==> config.mk <==
export PLATFORM = sky130hd
export DESIGN_NAME = ring_phase_monitor
export DESIGN_NICKNAME = d
export VERILOG_FILES = /design/src/rtl/ring_phase_monitor.sv
export SDC_FILE = /design/constraint.sdc
export NUM_CORES = 1
export LEC_CHECK = 0
export ABC_AREA = 1
export BUFFER_PORTS_ARGS = -buffer_cell sky130_fd_sc_hd__buf_4
export CAP_MARGIN = 25
export CORE_ASPECT_RATIO = 1.25
export CORE_MARGIN = 1.5
export CORE_UTILIZATION = 50
export CTS_BUF_LIST = sky130_fd_sc_hd__clkbuf_2 sky130_fd_sc_hd__clkbuf_4 sky130_fd_sc_hd__clkbuf_8
export CTS_CLUSTER_SIZE = 12
export DETAILED_ROUTE_END_ITERATION = 10
export PLACE_DENSITY = 0.7
export SLEW_MARGIN = 20
export SYNTH_ARGS = -nofsm -noshare
export SYNTH_HDL_FRONTEND = slang
export SYNTH_SLANG_ARGS = --single-unit
==> constraint.sdc <==
create_clock -name clk -period 3.5 [get_ports clk]
set_input_delay 0.35 -clock clk [delete_from_list [all_inputs] [get_ports clk]]
set_output_delay 0.35 -clock clk [all_outputs]
set_load 0.02 [all_outputs]
==> src/rtl/ring_phase_monitor.sv <==
// rtl/ring_phase_monitor.sv - one-hot ring counter lock/phase/revolution monitor
// Optional err_cnt output enabled by defining RING_MON_ERR_CNT_EN.
module ring_phase_monitor #(
    parameter int W        = 4,
    parameter int LOCK_CNT = 4,
    parameter int CNT_W    = 16
) (
    input  logic                 clk,
    input  logic                 rst,
    input  logic [W-1:0]         ring,
    input  logic                 ring_adv,
    input  logic                 clr_err,
    output logic [$clog2(W)-1:0] phase_idx,
    output logic                 locked,
    output logic                 fault,
    output logic                 rev_tick,
`ifdef RING_MON_ERR_CNT_EN
    output logic [7:0]           err_cnt,
`endif
    output logic [CNT_W-1:0]     rev_cnt
);

    localparam int IW = $clog2(W);
    localparam int GW = $clog2(LOCK_CNT + 1);

    localparam logic [1:0] S_SEARCH = 2'd0;
    localparam logic [1:0] S_SYNC   = 2'd1;
    localparam logic [1:0] S_LOCKED = 2'd2;
    localparam logic [1:0] S_FAULT  = 2'd3;

    logic [1:0]       r_state;
    logic [W-1:0]     r_prev_ring;
    logic             r_prev_valid;
    logic [GW-1:0]    r_good_cnt;
    logic [IW-1:0]    r_phase_idx;
    logic             r_rev_tick;
    logic [CNT_W-1:0] r_rev_cnt;

    logic             w_onehot;
    logic [W-1:0]     w_expected;
    logic             w_good;
    logic             w_wrap;
    logic [IW-1:0]    w_idx;

    always_comb begin
        w_onehot   = (ring != '0) && ((ring & (ring - 1'b1)) == '0);
        w_expected = ring_adv ? {r_prev_ring[0], r_prev_ring[W-1:1]} : r_prev_ring;
        w_good     = w_onehot && (!r_prev_valid || (ring == w_expected));
        w_wrap     = ring_adv && r_prev_ring[0] && ring[W-1];
        w_idx      = '0;
        for (int i = 0; i < W; i++) begin
            if (ring[i]) begin
                w_idx = IW'(i);
            end
        end
    end

    always_ff @(posedge clk) begin
        if (rst) begin
            r_state      <= S_SEARCH;
            r_prev_ring  <= '0;
            r_prev_valid <= 1'b0;
            r_good_cnt   <= '0;
            r_phase_idx  <= '0;
            r_rev_tick   <= 1'b0;
            r_rev_cnt    <= '0;
        end else begin
            r_prev_ring <= ring;
            r_rev_tick  <= 1'b0;
            if (w_onehot) begin
                r_phase_idx <= w_idx;
            end
            case (r_state)
                S_SEARCH: begin
                    if (w_onehot) begin
                        r_state      <= S_SYNC;
                        r_prev_valid <= 1'b1;
                        r_good_cnt   <= '0;
                    end
                end
                S_SYNC: begin
                    if (!w_good) begin
                        r_state      <= S_SEARCH;
                        r_prev_valid <= 1'b0;
                        r_good_cnt   <= '0;
                    end else if (ring_adv) begin
                        r_good_cnt <= r_good_cnt + 1'b1;
                        if (r_good_cnt == GW'(LOCK_CNT - 1)) begin
                            r_state <= S_LOCKED;
                        end
                    end
                end
                S_LOCKED: begin
                    // clr_err has no effect here, so a bad sample always faults
                    if (!w_good) begin
                        r_state <= S_FAULT;
                    end else if (w_wrap) begin
                        r_rev_tick <= 1'b1;
                        r_rev_cnt  <= r_rev_cnt + 1'b1;
                    end
                end
                default: begin
                    if (clr_err) begin
                        r_state      <= S_SEARCH;
                        r_prev_valid <= 1'b0;
                        r_good_cnt   <= '0;
                    end
                end
            endcase
        end
    end

`ifdef RING_MON_ERR_CNT_EN
    logic [7:0] r_err_cnt;

    always_ff @(posedge clk) begin
        if (rst) begin
            r_err_cnt <= '0;
        end else if ((r_state == S_SYNC || r_state == S_LOCKED) && !w_good
                     && r_err_cnt != 8'hFF) begin
            r_err_cnt <= r_err_cnt + 1'b1;
        end
    end

    assign err_cnt = r_err_cnt;
`endif

    assign phase_idx = r_phase_idx;
    assign locked    = (r_state == S_LOCKED);
    assign fault     = (r_state == S_FAULT);
    assign rev_tick  = r_rev_tick;
    assign rev_cnt   = r_rev_cnt;

endmodule
==> Word-level counts from Yosys, hierarchy flattened <==
Cells that the tools add are included.
{ "totals": {"register_bits": 29, "latchBits": 0, "mem_bits_rw": 0, "rom_bits": 0, "word_cells": 60, "n_memories": 0} }
{ "op_classes": {"addsub": 3, "n_mul": 0, "n_div": 0, "order_cmp": 0, "n_eq_ne": 10, "n_shift": 0, "muxes": 21, "bitwise": 3, "n_reduce_logical": 16} }
{ "op_table": {"columns": ["op", "n"], "rows": [
  ["$add A16 B1 Y16 const B", 1],
  ["$mux W2", 8],
  ["$mux W3", 4],
  ["$pmux W3 S3", 1],
  ["$reduce_and A4 Y1", 2],
  ["$reduce_bool A4 Y1", 2],
  ["$ne A2 B2 Y1 const B", 3],
  ["$ne A3 B3 Y1 const B", 2],
  ["$pmux W2 S3", 1],
  ["$mux W1", 5],
  ["$reduce_and A5 Y1", 1],
  ["$and A4 B4 Y4", 1],
  ["$eq A2 B2 Y1 const B", 2],
  ["$eq A4 B4 Y1", 1],
  ["$logic_and A1 B1 Y1", 4],
  ["$logic_not A4 Y1", 1],
  ["$mux W4", 1],
  ["$sub A4 B1 Y4 const B", 1],
  ["$add A3 B1 Y3 const B", 1],
  ["$eq A3 B2 Y1 const B", 1],
  ["$pmux W1 S3", 1],
  ["$reduce_and A3 Y1", 1],
  ["$reduce_bool A3 Y1", 1],
  ["$reduce_or A3 Y1", 1],
  ["5 further kinds", 6]
]} }

==> Depth between registers and ports, before layout <==
Gate-level depths: netlist of the first run.
{ "depth": {"ltp_word": 7, "mapped_depth": 15, "mapped_depth_nobuf": 15} }

==> Worst setup path before layout of the first run <==
No wires, ideal clock.
{ "synth_timing": {"path_kind": "reg2reg", "start": "register r_rev_cnt[0] (netlist: rev_cnt[0])", "end": "register r_rev_cnt[8] (netlist: rev_cnt[8])", "setup_ns": 0.115, "arrival_time_ns": 1.613, "setup_slack_ns": 1.772, "path_stages_with_launch": 8, "n_path_buf": 0, "period_less_slack_ns": 1.728, "path_cell_list": "dfxtp_1 ha_1 nand2_1 nor3_1 nand3_1 nor2_4 a21oi_1 o21a_1"} }
{ "synth_between": {"elab_chain_cells": 1} }
{ "synth_lines": {"columns": ["element", "line", "source"], "rows": [
  ["start, declared", "37", "logic [CNT_W-1:0] r_rev_cnt;"],
  ["start signal, assigned", "99", "r_rev_cnt <= r_rev_cnt + 1'b1;"],
  ["$add A16 B1 Y16", "99", null]
]} }
Every way passes these cells.
A chain may end at the register's enable or synchronous reset.

==> Worst setup path in the final report of the first run <==
{ "layout_timing": {"start": "register r_state[1]", "end": "register r_rev_cnt[6] (netlist: rev_cnt[6])"} }
{ "layout_between": {"elab_chain_cells": 2} }
{ "layout_lines": {"columns": ["element", "line", "source"], "rows": [
  ["start, declared", "31", "logic [1:0] r_state;"],
  ["start signal, assigned", "60", "r_state <= S_SEARCH;"],
  ["start signal, assigned", "76", "r_state <= S_SYNC;"],
  ["start signal, assigned", "83", "r_state <= S_SEARCH;"],
  ["$eq A2 B2 Y1", "73", "case (r_state)"],
  ["$reduce_and A3 Y1 (no line)", null, null]
]} }
Every way passes these cells.

==> run metrics, run 1 <==
Vias per Instance 5.03; final clock skew 0.00609 ns; main flop type after synthesis dfxtp_1; worst-path fanout max 20; reg-to-reg setup timing slack 1.47 ns; drt wl/cell 10.8 um; RSZ-0062 raised after global routing no; max_slew headroom 61.9%; Avg Cell Area, Syn 6.48 sq um; Clock Path Buffers 2; final setup vio count 0; IO buf count 28; FF+latch count, synth 29; TNS Setup 0 ns; boundary pin count 29; area of the multi-input gates 866 sq um; Ys Warns 0; max-slew violation count 0; Initial Util 53.7%; Synth cell types 28; critical path class flop to flop; startpoint types flop; initial antenna violation count 0; commonest cells in the netlist 62 x nand2_1, 37 x inv_1, 33 x nor2_1; total wire length 3450 um; Fin. Hold Viols 0; drt initial violations 49; dpl cells 310; GRT Resource Usage Total 21.5%; CTS tree done; drt drc 0; H-tree Lvls 2; Layout fillers 294; CTS Root Cell clkbuf_4; top-count cell post-synth nand2_1; Storage cell area 581 sq um; core region area 0.00303 sq mm; largest net degree at the start of global routing 21; status completed; min Tclk post-route 2.03 ns; fraction of registers with async set/reset 0%; Worst Path Required 3.73 ns; worst slew pin tran 0.567 ns; Synth Cell Area 0.00163 sq mm; fraction of layout cells with a size suffix above 1 16.0%; ranking of synthesized cells by area dfxtp_1 36%, nand2_1 14%, inv_1 8.5%; total CTS buffers 5; Lkg Pwr 0.000864 uW; number of synthesized flops with an enable pin 0; Post-CTS Hold Fix Bufs 0; pwr dens 446 mW/mm^2; worst skew pair latency 0.33 ns; period utilisation layout 57.9%; antenna-violating nets left 0; vias in the first global route 1349; die height 66.8 um; DIE AREA 0.00361 sq mm; placed wire-length estimate 2570 um; post-CTS sizing 0; post-route core utilization 63.3%; gpl congestion 0.830; fin cells 318; Peak VDD IR 381 uV; Net Count, Synth 262; CP arrival 2.26 ns; clk sinks 29; global-route wire length before repair 5710 um; worst hold path class input port to flop; Die W 54.0 um; drt pass-1 iters 4; Synth top area share 35.7%; via count 1599; max-cap viol count 0; fmax 494 MHz; Seq/Total Area, Yosys 35.7%; num rows 22; Post-Synthesis Cells 251; clock transition at the registers of the reported paths 0.09 ns; crit end category flop; # diodes 0; Total Nets Final 292; Yosys top cell by area dfxtp_1; GRT overflow 0; synthesis-to-layout area growth 17.9%; post-CTS setup buffer count 0
-- worst max-delay path, cell delays in order (launching register included) --
cell and delay, ns:
dfxtp_1 0.43, inv_1 0.06, nor2_1 0.17, inv_1 0.10, nor3_1 0.20, nand3_2 0.39
clkinv_1 0.32, nand3_1 0.09, and3_1 0.18
-- flip-flops by register name, indices dropped and copies added, names as in the netlist --
register,count
r_prev_valid,1
r_state,2
rev_tick,1
r_prev_ring,4
rev_cnt,16
r_good_cnt,3
phase_idx,2
-- routing by layer --
metal,track usage [%],up-vias,wire length [um]
met1,25.0,703,1550
li1,-,854,-
met5,0,-,0
met2,36.7,36,1690
met3,6.05,6,151
met4,7.50,0,52
-- where the power goes --
| group | leakage [uW] | switching, uW | total, uW | internal, uW |
|---|---|---|---|---|
| clock | 0.0000413 | 117 | 234 | 116 |
| combinational | 0.000587 | 145 | 231 | 86.1 |
| sequential | 0.000236 | 27.7 | 391 | 363 |
-- path summary, 6_finish.rpt --
path,start,endpoint,cells past startpoint
setup / recovery,r_state[1],rev_cnt[6],8
hold / removal,ring[0],r_prev_ring[0],3
setup reg to reg,r_state[1],rev_cnt[6],8
hold reg to reg,r_prev_valid,r_prev_valid,2
-- cells in the final DEF, fill, tap and decap left out, drive strengths merged, types with 7 or more instances in the layout --
master / synthesis / layout
clkbuf: 3 / 7
nand3: 17 / 17
dfxtp: 29 / 29
nand2: 64 / 64
o21ai: 15 / 15
inv: 38 / 38
nor3: 8 / 8
nor2: 36 / 36
buf: 2 / 28
a21oi: 16 / 16
-- cells by family (layout without fill, tap and decap cells) --
kind of cell / count (synthesis) / after routing / synth area share, %
xor+xnor: 5 / 5 / 2.69
fa+ha+maj: 3 / 3 / 2.31
compound gates: 35 / 35 / 11.5
flops: 29 / 29 / 35.7
simple gates: 135 / 135 / 36.8
buf+inv: 44 / 75 / 11.1
-- through the flow --
stage | area, sq um | power (uW) | worst slack (ns) | hold slack (ns)
after floorplan | 1630 | 571 | 1.77 | 0.453
after global placement | 1850 | 627 | 1.36 | 0.473
after detailed placement | 1850 | 629 | 1.34 | 0.473
after CTS | 1920 | 865 | 1.45 | 0.261
after global routing | 1920 | 928 | 1.22 | 0.275
final | 1920 | 855 | 1.47 | 0.277
-- area by class of cell --
class	instances	area share, %
clock buffer	7	3.39
clock inverter	1	0.261
inverter	39	7.63
multi-input combinational	178	45.1
sequential	29	30.3
tap	36	2.35
timing repair buffer	28	11.0
(Power assumes the default switching activity.)
==> run 2: changes to the inputs <==
--- a/config.mk
+++ b/config.mk
@@ -5,7 +5,7 @@
 export SDC_FILE = /design/constraint.sdc
 export NUM_CORES = 1
 export LEC_CHECK = 0
-export ABC_AREA = 1
+export ABC_AREA = 0
 export BUFFER_PORTS_ARGS = -buffer_cell sky130_fd_sc_hd__buf_4
 export CAP_MARGIN = 25
 export CORE_ASPECT_RATIO = 1.25
==> constraint.sdc (replaced) <==
create_clock -name clk -period 1.93 [get_ports clk]
set_input_delay 0.193 -clock clk [delete_from_list [all_inputs] [get_ports clk]]
set_output_delay 0.193 -clock clk [all_outputs]
set_load 0.02 [all_outputs]
==> run 2 against run 1 <==
Net effect: the run now ends with negative setup slack left; sequential power rose by 59%; clock-buffer cell count rose by 1; register-to-register slack got worse by 1.6 ns; global-route usage rose by 5.9 points; final area rose by 25%; worst setup slack got worse by 1.6 ns; core utilization rose by 12 points.
==> run metrics, run 2 <==
Worst R2R Start r_prev_ring[3]; Synth cell types 38 (+36%); largest family of logic cells by synthesized area simple AND/OR/NAND/NOR gates; min Tclk post-route 2.02 ns (-0.00828 ns); fmax 496 MHz (+0.41%); Total Nets Final 268 (-8.2%); worst skew pair latency 0.29 ns (-0.04 ns); crit end category flop; global-route wire length before repair 7260 um (+27%); Largest register FFs 16 (unchanged); Vias per Instance 6.05 (+20%); synthesis-to-layout area growth 44.9%; initial antenna violation count 0 (unchanged); post-synthesis simple-gate area fraction 29.5% (-7.3 points); die height 67.3 um (+0.73%); critical path class flop to flop; max-cap viol count 0 (unchanged); Synth Cell Area 0.00165 sq mm (+1.5%); CTS tree done; reg-to-reg setup timing slack -0.09 ns (-1.56 ns); GRT Resource Usage Total 27.4% (+5.9 points); Seq/Total Area, Yosys 35.2% (-0.54 points); drt drc 0 (unchanged); H-tree Lvls 2 (unchanged); worst slew pin tran 0.524 ns (-0.0431 ns); Avg Cell Area, Syn 8.14 sq um (+26%); CP arrival 2.23 ns (-0.03 ns); placed wire-length estimate 3250 um (+26%); ranking of synthesized cells by area dfxtp_1 35%, mux2i_1 4.8%, o31ai_1 4.5%; via count 1784 (+12%); clk sinks 29 (unchanged); post-synthesis adder-cell area fraction 2.27% (-0.035 points); CP Capture Point rev_cnt[4]; clock transition at the registers of the reported paths 0.06 ns (-0.03 ns); drt initial violations 41 (-16%); commonest cells in the netlist 29 x dfxtp_1, 19 x nand2_1, 17 x nor2_1; # diodes 0 (unchanged); Post-Synthesis Cells 203 (-19%); status finished, violations left; Die W 54.4 um (+0.72%); worst hold path class input port to flop; gpl congestion 0.861 (+3.8%); final setup vio count 12 (+12); Yosys top cell by area dfxtp_1; vias in the first global route 1662 (+23%); fin worst setup slack -0.0877 ns (-1.56 ns); total CTS buffers 5 (unchanged); pwr dens 593 mW/mm^2 (+33%); core region area 0.00319 sq mm (+5.5%); top-count cell post-synth dfxtp_1; drt wl/cell 16.8 um (+54%); delay-heaviest family, CP compound AO/OA/AOI/OAI gates; critical path depth 6 (-2); max_slew headroom 64.9% (+3.0 points); worst-path fanout max 14 (-30%); Layout fillers 256 (-13%); IO buf count 28 (unchanged); worst path bufs/invs 1 (-2); Fin. Hold Viols 0 (unchanged); slowest cell delay on critical path 0.51 ns (+0.08 ns); fraction of registers with async set/reset 0% (unchanged); CTS Root Cell clkbuf_8; violated checks negative setup slack; Critical Path Source r_prev_ring[3]; post-synthesis mux area share 7.58% (+7.6 points); Net Count, Synth 214 (-18%); startpoint types flop; DIE AREA 0.00366 sq mm (+1.5%); Ys Warns 0 (unchanged); Final Instance Area 0.00239 sq mm (+25%); Peak VDD IR 535 uV (+40%); antenna-violating nets left 0 (unchanged); Cell Area, Placed 0.00211 sq mm (+14%); most frequent cells in the layout 54 x buf_4, 28 x dfxtp_1, 19 x nand2_1; number of synthesized flops with an enable pin 0 (unchanged); RSZ-0062 raised after global routing yes; r2r endpoint rev_cnt[4]; Clock Path Buffers 2 (unchanged); largest net degree at the start of global routing 30 (+43%); num rows 23 (+4.5%); Lkg Pwr 0.000930 uW (+7.6%); boundary pin count 29 (unchanged); Post-CTS Hold Fix Bufs 0 (unchanged); main flop type after synthesis dfxtp_1; total wire length 4940 um (+43%); crit path cell chain mux2i_1, xnor2_1, o41a_1, buf_12, or4_4, a21oi_1; Critical Path Slowest Stage Cell or4_4; xor and xnor area share after synthesis 2.65% (-0.041 points); post-route core utilization 74.9% (+12 points); final clock skew 0.00419 ns (-0.00191 ns); fraction of layout cells with a size suffix above 1 38.0% (+22 points); FF+latch count, synth 29 (unchanged); max-slew violation count 0 (unchanged); Worst Path Required 2.14 ns (-1.59 ns); period utilisation layout 105% (+47 points); Synth Area in Compound Gates 17.7% (+6.2 points); Synth top area share 35.2% (-0.54 points); drt pass-1 iters 5 (+1); commonest non-fill, non-tap cell in the layout buf_4; r2r worst-path depth 6 (-2); GRT overflow 0 (unchanged); Initial Util 51.7% (-2.0 points)
[run 2: cell count changes in the layout (fill, tap and decap cells not counted), sizes merged, moves of 4 or more]
cell   before  now
or4         0    9
o21ai      15    6
nor2       36   17
mux2i       0    8
nor2b       0    7
buf        28   58
xor2        4    0
o31ai       0   10
mux2        0    4
a21oi      16   11
nand3      17   10
xnor2       1    5
nand2      64   19
inv        38    8
[run 2: metal layers]
metal,share of wire (%),routed length (um),vias to the layer above,global-route usage (%)
met5,0,0,-,0
met4,1.8,91,0,12.2
met1,39,1950,863,27.1
met2,54,2690,53,51.1
met3,4.3,214,10,7.74
li1,-,-,858,-
[run 2: metrics by stage]
stage / worst slack (ns) / setup TNS [ns] / instances / total power [uW] / hold WS [ns]
final: -0.0877 / -0.627 / 295 / 1420 / 0.231
after global routing: -0.156 / -2.24 / 295 / 1470 / 0.240
after CTS: -0.0628 / -0.479 / 291 / 1370 / 0.228
after detailed placement: -0.158 / -1.51 / 283 / 845 / 0.456
after global placement: -0.111 / -0.916 / 283 / 837 / 0.445
after floorplan: -0.00816 / -0.0261 / 203 / 764 / 0.355
[run 2: kinds of logic (layout without fill, tap and decap cells)]
group                    count (synthesis)  in the layout
AO/OA/AOI/OAI                           42             42
buffers and inverters                   20             75
adder cells (fa/ha/maj)                  3              3
AND/OR/NAND/NOR                         92             92
XOR/XNOR                                 5              5
multiplexers                            12             12
flip-flops                              29             29
[run 2: cell type report]
cell class                 instances  area (sq um)  share of cell area [%]
clock buffer                       8          91.3                    3.82
inverter                           8          30.0                    1.25
multi-input combinational        154          1160                    48.3
sequential                        29           582                    24.3
tap                               37          46.3                    1.93
timing repair buffer              59           488                    20.4
[run 2: worst register-to-register path, delay by kind of cell, from the launching register on]
| family | cells | cell delay, ns |
|---|---|---|
| xor+xnor | 1 | 0.11 |
| buf+inv | 1 | 0.18 |
| flops | 1 | 0.32 |
| mux | 1 | 0.17 |
| compound gates | 2 | 0.64 |
| simple gates | 1 | 0.51 |
[run 2: worst min-delay path by stage]
stage                   from       endpoint  slack, ns  cells after the start
2_1_floorplan        ring[1]   phase_idx[0]       0.35                      2
3_3_place_gp   r_good_cnt[2]  r_good_cnt[2]       0.45                      2
3_5_place_dp   r_good_cnt[2]  r_good_cnt[2]       0.46                      2
4_1_cts              clr_err     r_state[1]       0.23                      3
5_1_grt              clr_err     r_state[1]       0.24                      3
6_report             ring[1]   phase_idx[0]       0.23                      3
[run 2: what timing repair did]
action	in CTS	in global routing
cloned	0	1
pin swaps	1	6
setup buffers	0	3
setup endpoints to repair	12	15
gates resized for setup	3	30
[run 2: report_power, final]
part | switching (uW) | internal [uW]
sequential | 8.33 | 611
combinational | 146 | 124
clock | 232 | 298
total | 387 | 1030
==> run 3: changes to the inputs <==
--- a/config.mk
+++ b/config.mk
@@ -10,11 +10,12 @@
 export CAP_MARGIN = 25
 export CORE_ASPECT_RATIO = 1.25
 export CORE_MARGIN = 1.5
-export CORE_UTILIZATION = 50
+export CORE_UTILIZATION = 30
 export CTS_BUF_LIST = sky130_fd_sc_hd__clkbuf_2 sky130_fd_sc_hd__clkbuf_4 sky130_fd_sc_hd__clkbuf_8
 export CTS_CLUSTER_SIZE = 12
 export DETAILED_ROUTE_END_ITERATION = 10
-export PLACE_DENSITY = 0.7
+export GPL_TIMING_DRIVEN = 0
+export PLACE_DENSITY = 0.45
 export SLEW_MARGIN = 20
 export SYNTH_ARGS = -nofsm -noshare
 export SYNTH_HDL_FRONTEND = slang
==> constraint.sdc (replaced) <==
create_clock -name clk -period 2.5 [get_ports clk]
set_input_delay 0.25 -clock clk [delete_from_list [all_inputs] [get_ports clk]]
set_output_delay 0.25 -clock clk [all_outputs]
set_load 0.02 [all_outputs]
==> run 3 against run 2 <==
Net effect: worst setup slack better by 0.35 ns; critical endpoint is now rev_cnt[12]; register-to-register slack better by 0.35 ns; die area up 63%; first-iteration DRC count up 140%; the flow now finishes without violations; non-clock buffer count down 23; final area down 16%; combinational power down 50%; critical path depth unchanged; sequential share of layout area up 4.6 points; worst hold slack better by 0.068 ns.
==> run metrics, run 3 (synthesis gave the netlist of run 2 again) <==
status completed; Worst Hold End phase_idx[0]; IO buf count 24 (-14%); DIE AREA 0.00596 sq mm (+63%); reported net switching power 275 uW (-29%); pwr dens 510 mW/mm^2 (-14%); period utilisation layout 89.7% (-15 points); vias in the first global route 1555 (-6.4%); CTS tree done; clk sinks 29 (unchanged); Die W 69.4 um (+27%); post-CTS setup buffer count 0 (unchanged); Fin. Hold Viols 0 (unchanged); final clock skew 0.00743 ns (+0.00324 ns); CTS Root Cell clkbuf_8; Worst R2R Start r_state[1]; fraction of layout cells with a size suffix above 1 16.7% (-21 points); internal power 748 uW (-28%); largest net degree at the start of global routing 11 (-63%); total wire length 4550 um (-8.0%); initial antenna violation count 0 (unchanged); drt pass-1 iters 4 (-1); boundary pin count 29 (unchanged); synthesis-to-layout area growth 21.5%; Clock Path Buffers 2 (unchanged); Total Nets Final 245 (-8.6%); total CTS buffers 5 (unchanged); Critical Path Slowest Stage Cell nor4b_1; worst-path fanout max 8 (-6); Worst Hold Path Cells 3 (unchanged); Min-Delay Startpoint ring[1]; r2r worst-path depth 6 (unchanged); Vias per Instance 5.41 (-11%); antenna-violating nets left 0 (unchanged); placed wire-length estimate 3240 um (about the same); Lkg Pwr 0.000743 uW (-20%); worst skew pair latency 0.28 ns (about the same); Power Total 1020 uW (-28%); reg-to-reg setup timing slack 0.26 ns (+0.35 ns); worst hold path class input port to flop; critical path class flop to flop; die height 86.0 um (+28%); clock share of power 39.9% (+2.6 points); post-CTS sizing 0 (-3); clock transition at the registers of the reported paths 0.07 ns (about the same); max_slew headroom 50.7% (-14 points); Peak VDD IR 255 uV (-52%); num rows 30 (+30%); r2r endpoint rev_cnt[12]; crit path cell chain clkbuf_1, nand4b_1, nor3_2, nand3_1, nor4b_1, mux2_1; crit end category flop; drt drc 0 (unchanged); drt initial violations 100 (+140%); drt wl/cell 15.3 um (-8.9%); # diodes 0 (unchanged); Post-CTS Hold Fix Bufs 0 (unchanged); startpoint types flop; RSZ-0062 raised after global routing no; via count 1612 (-9.6%); GRT Resource Usage Total 16.2% (-11 points); fmax 446 MHz (-10%); Largest register FFs 16 (unchanged); worst slew pin tran 0.729 ns (+0.205 ns); gpl congestion 0.792 (-8.0%); max-slew violation count 0 (unchanged); combinational share of power 13.2% (-5.8 points); Initial Util 30.8% (-21 points); GRT overflow 0 (unchanged); slowest cell delay on critical path 0.38 ns (-0.13 ns); share of power burned in registers 46.9% (+3.2 points); TNS Setup 0 ns (+0.627 ns); final setup vio count 0 (-12); commonest non-fill, non-tap cell in the layout dfxtp_1; min Tclk post-route 2.24 ns (+0.224 ns); core region area 0.00537 sq mm (+68%); most frequent cells in the layout 29 x dfxtp_1, 24 x buf_4, 19 x nand2_1; sw frac 26.9% (-0.34 points); max-cap viol count 0 (unchanged); Worst Path Required 2.66 ns (+0.52 ns); global-route wire length before repair 7760 um (+6.9%); CP arrival 2.41 ns (+0.18 ns); H-tree Lvls 2 (unchanged)
## run 3: per-layer routing
metal	track usage (%)	wire length [um]
met2	26.8	2140
met5	0	0
met1	21.1	2170
met4	5.53	70
met3	3.17	168
## run 3: stage by stage
step	hold slack (ns)	setup slack (ns)	instances	cell area [sq um]	util (%)
after global placement	0.449	0.0642	291	1910	35.6
after detailed placement	0.459	0.121	291	1910	35.6
after CTS	0.300	0.119	298	2000	37.3
after global routing	0.318	0.00846	298	2010	37.4
final	0.299	0.258	298	2010	37.4
after floorplan	0.412	0.436	203	1650	-
## run 3: cell type report
cell class | instances | area (sq um)
Timing Repair Buffer | 24 | 180
Sequential cell | 29 | 581
Tap cell | 64 | 80.1
Fill cell | 608 | 3360
Multi-Input combinational cell | 154 | 990
Clock buffer | 7 | 90.1
Inverter | 8 | 30.0
Buffer | 12 | 56.3
## run 3: worst max-delay path by stage
stage	cells past startpoint	to	slack, ns	startpoint
floorplan	7	rev_cnt[12]	0.44	ring_adv
global placement	6	rev_cnt[12]	0.06	r_state[1]
detailed placement	6	rev_cnt[13]	0.12	ring[3]
CTS	6	rev_cnt[13]	0.12	r_state[1]
global route	7	r_state[0]	0.008	r_prev_ring[2]
finish	6	rev_cnt[12]	0.26	r_state[1]
## run 3: critical path, delay by kind of cell, from the launching register on
family,cells,cell delay (ns)
buffers and inverters,1,0.26
flip-flops,1,0.31
multiplexers,1,0.35
AND/OR/NAND/NOR,4,1.20
## run 3: power by group through the flow
stage / Combinational [uW] / Sequential [uW] / Clock (uW)
6_report: 135 / 480 / 409
2_1_floorplan: 92.5 / 491 / 0
4_1_cts: 136 / 480 / 422
5_1_grt: 151 / 481 / 444
3_5_place_dp: 135 / 490 / 0
3_3_place_gp: 136 / 491 / 0
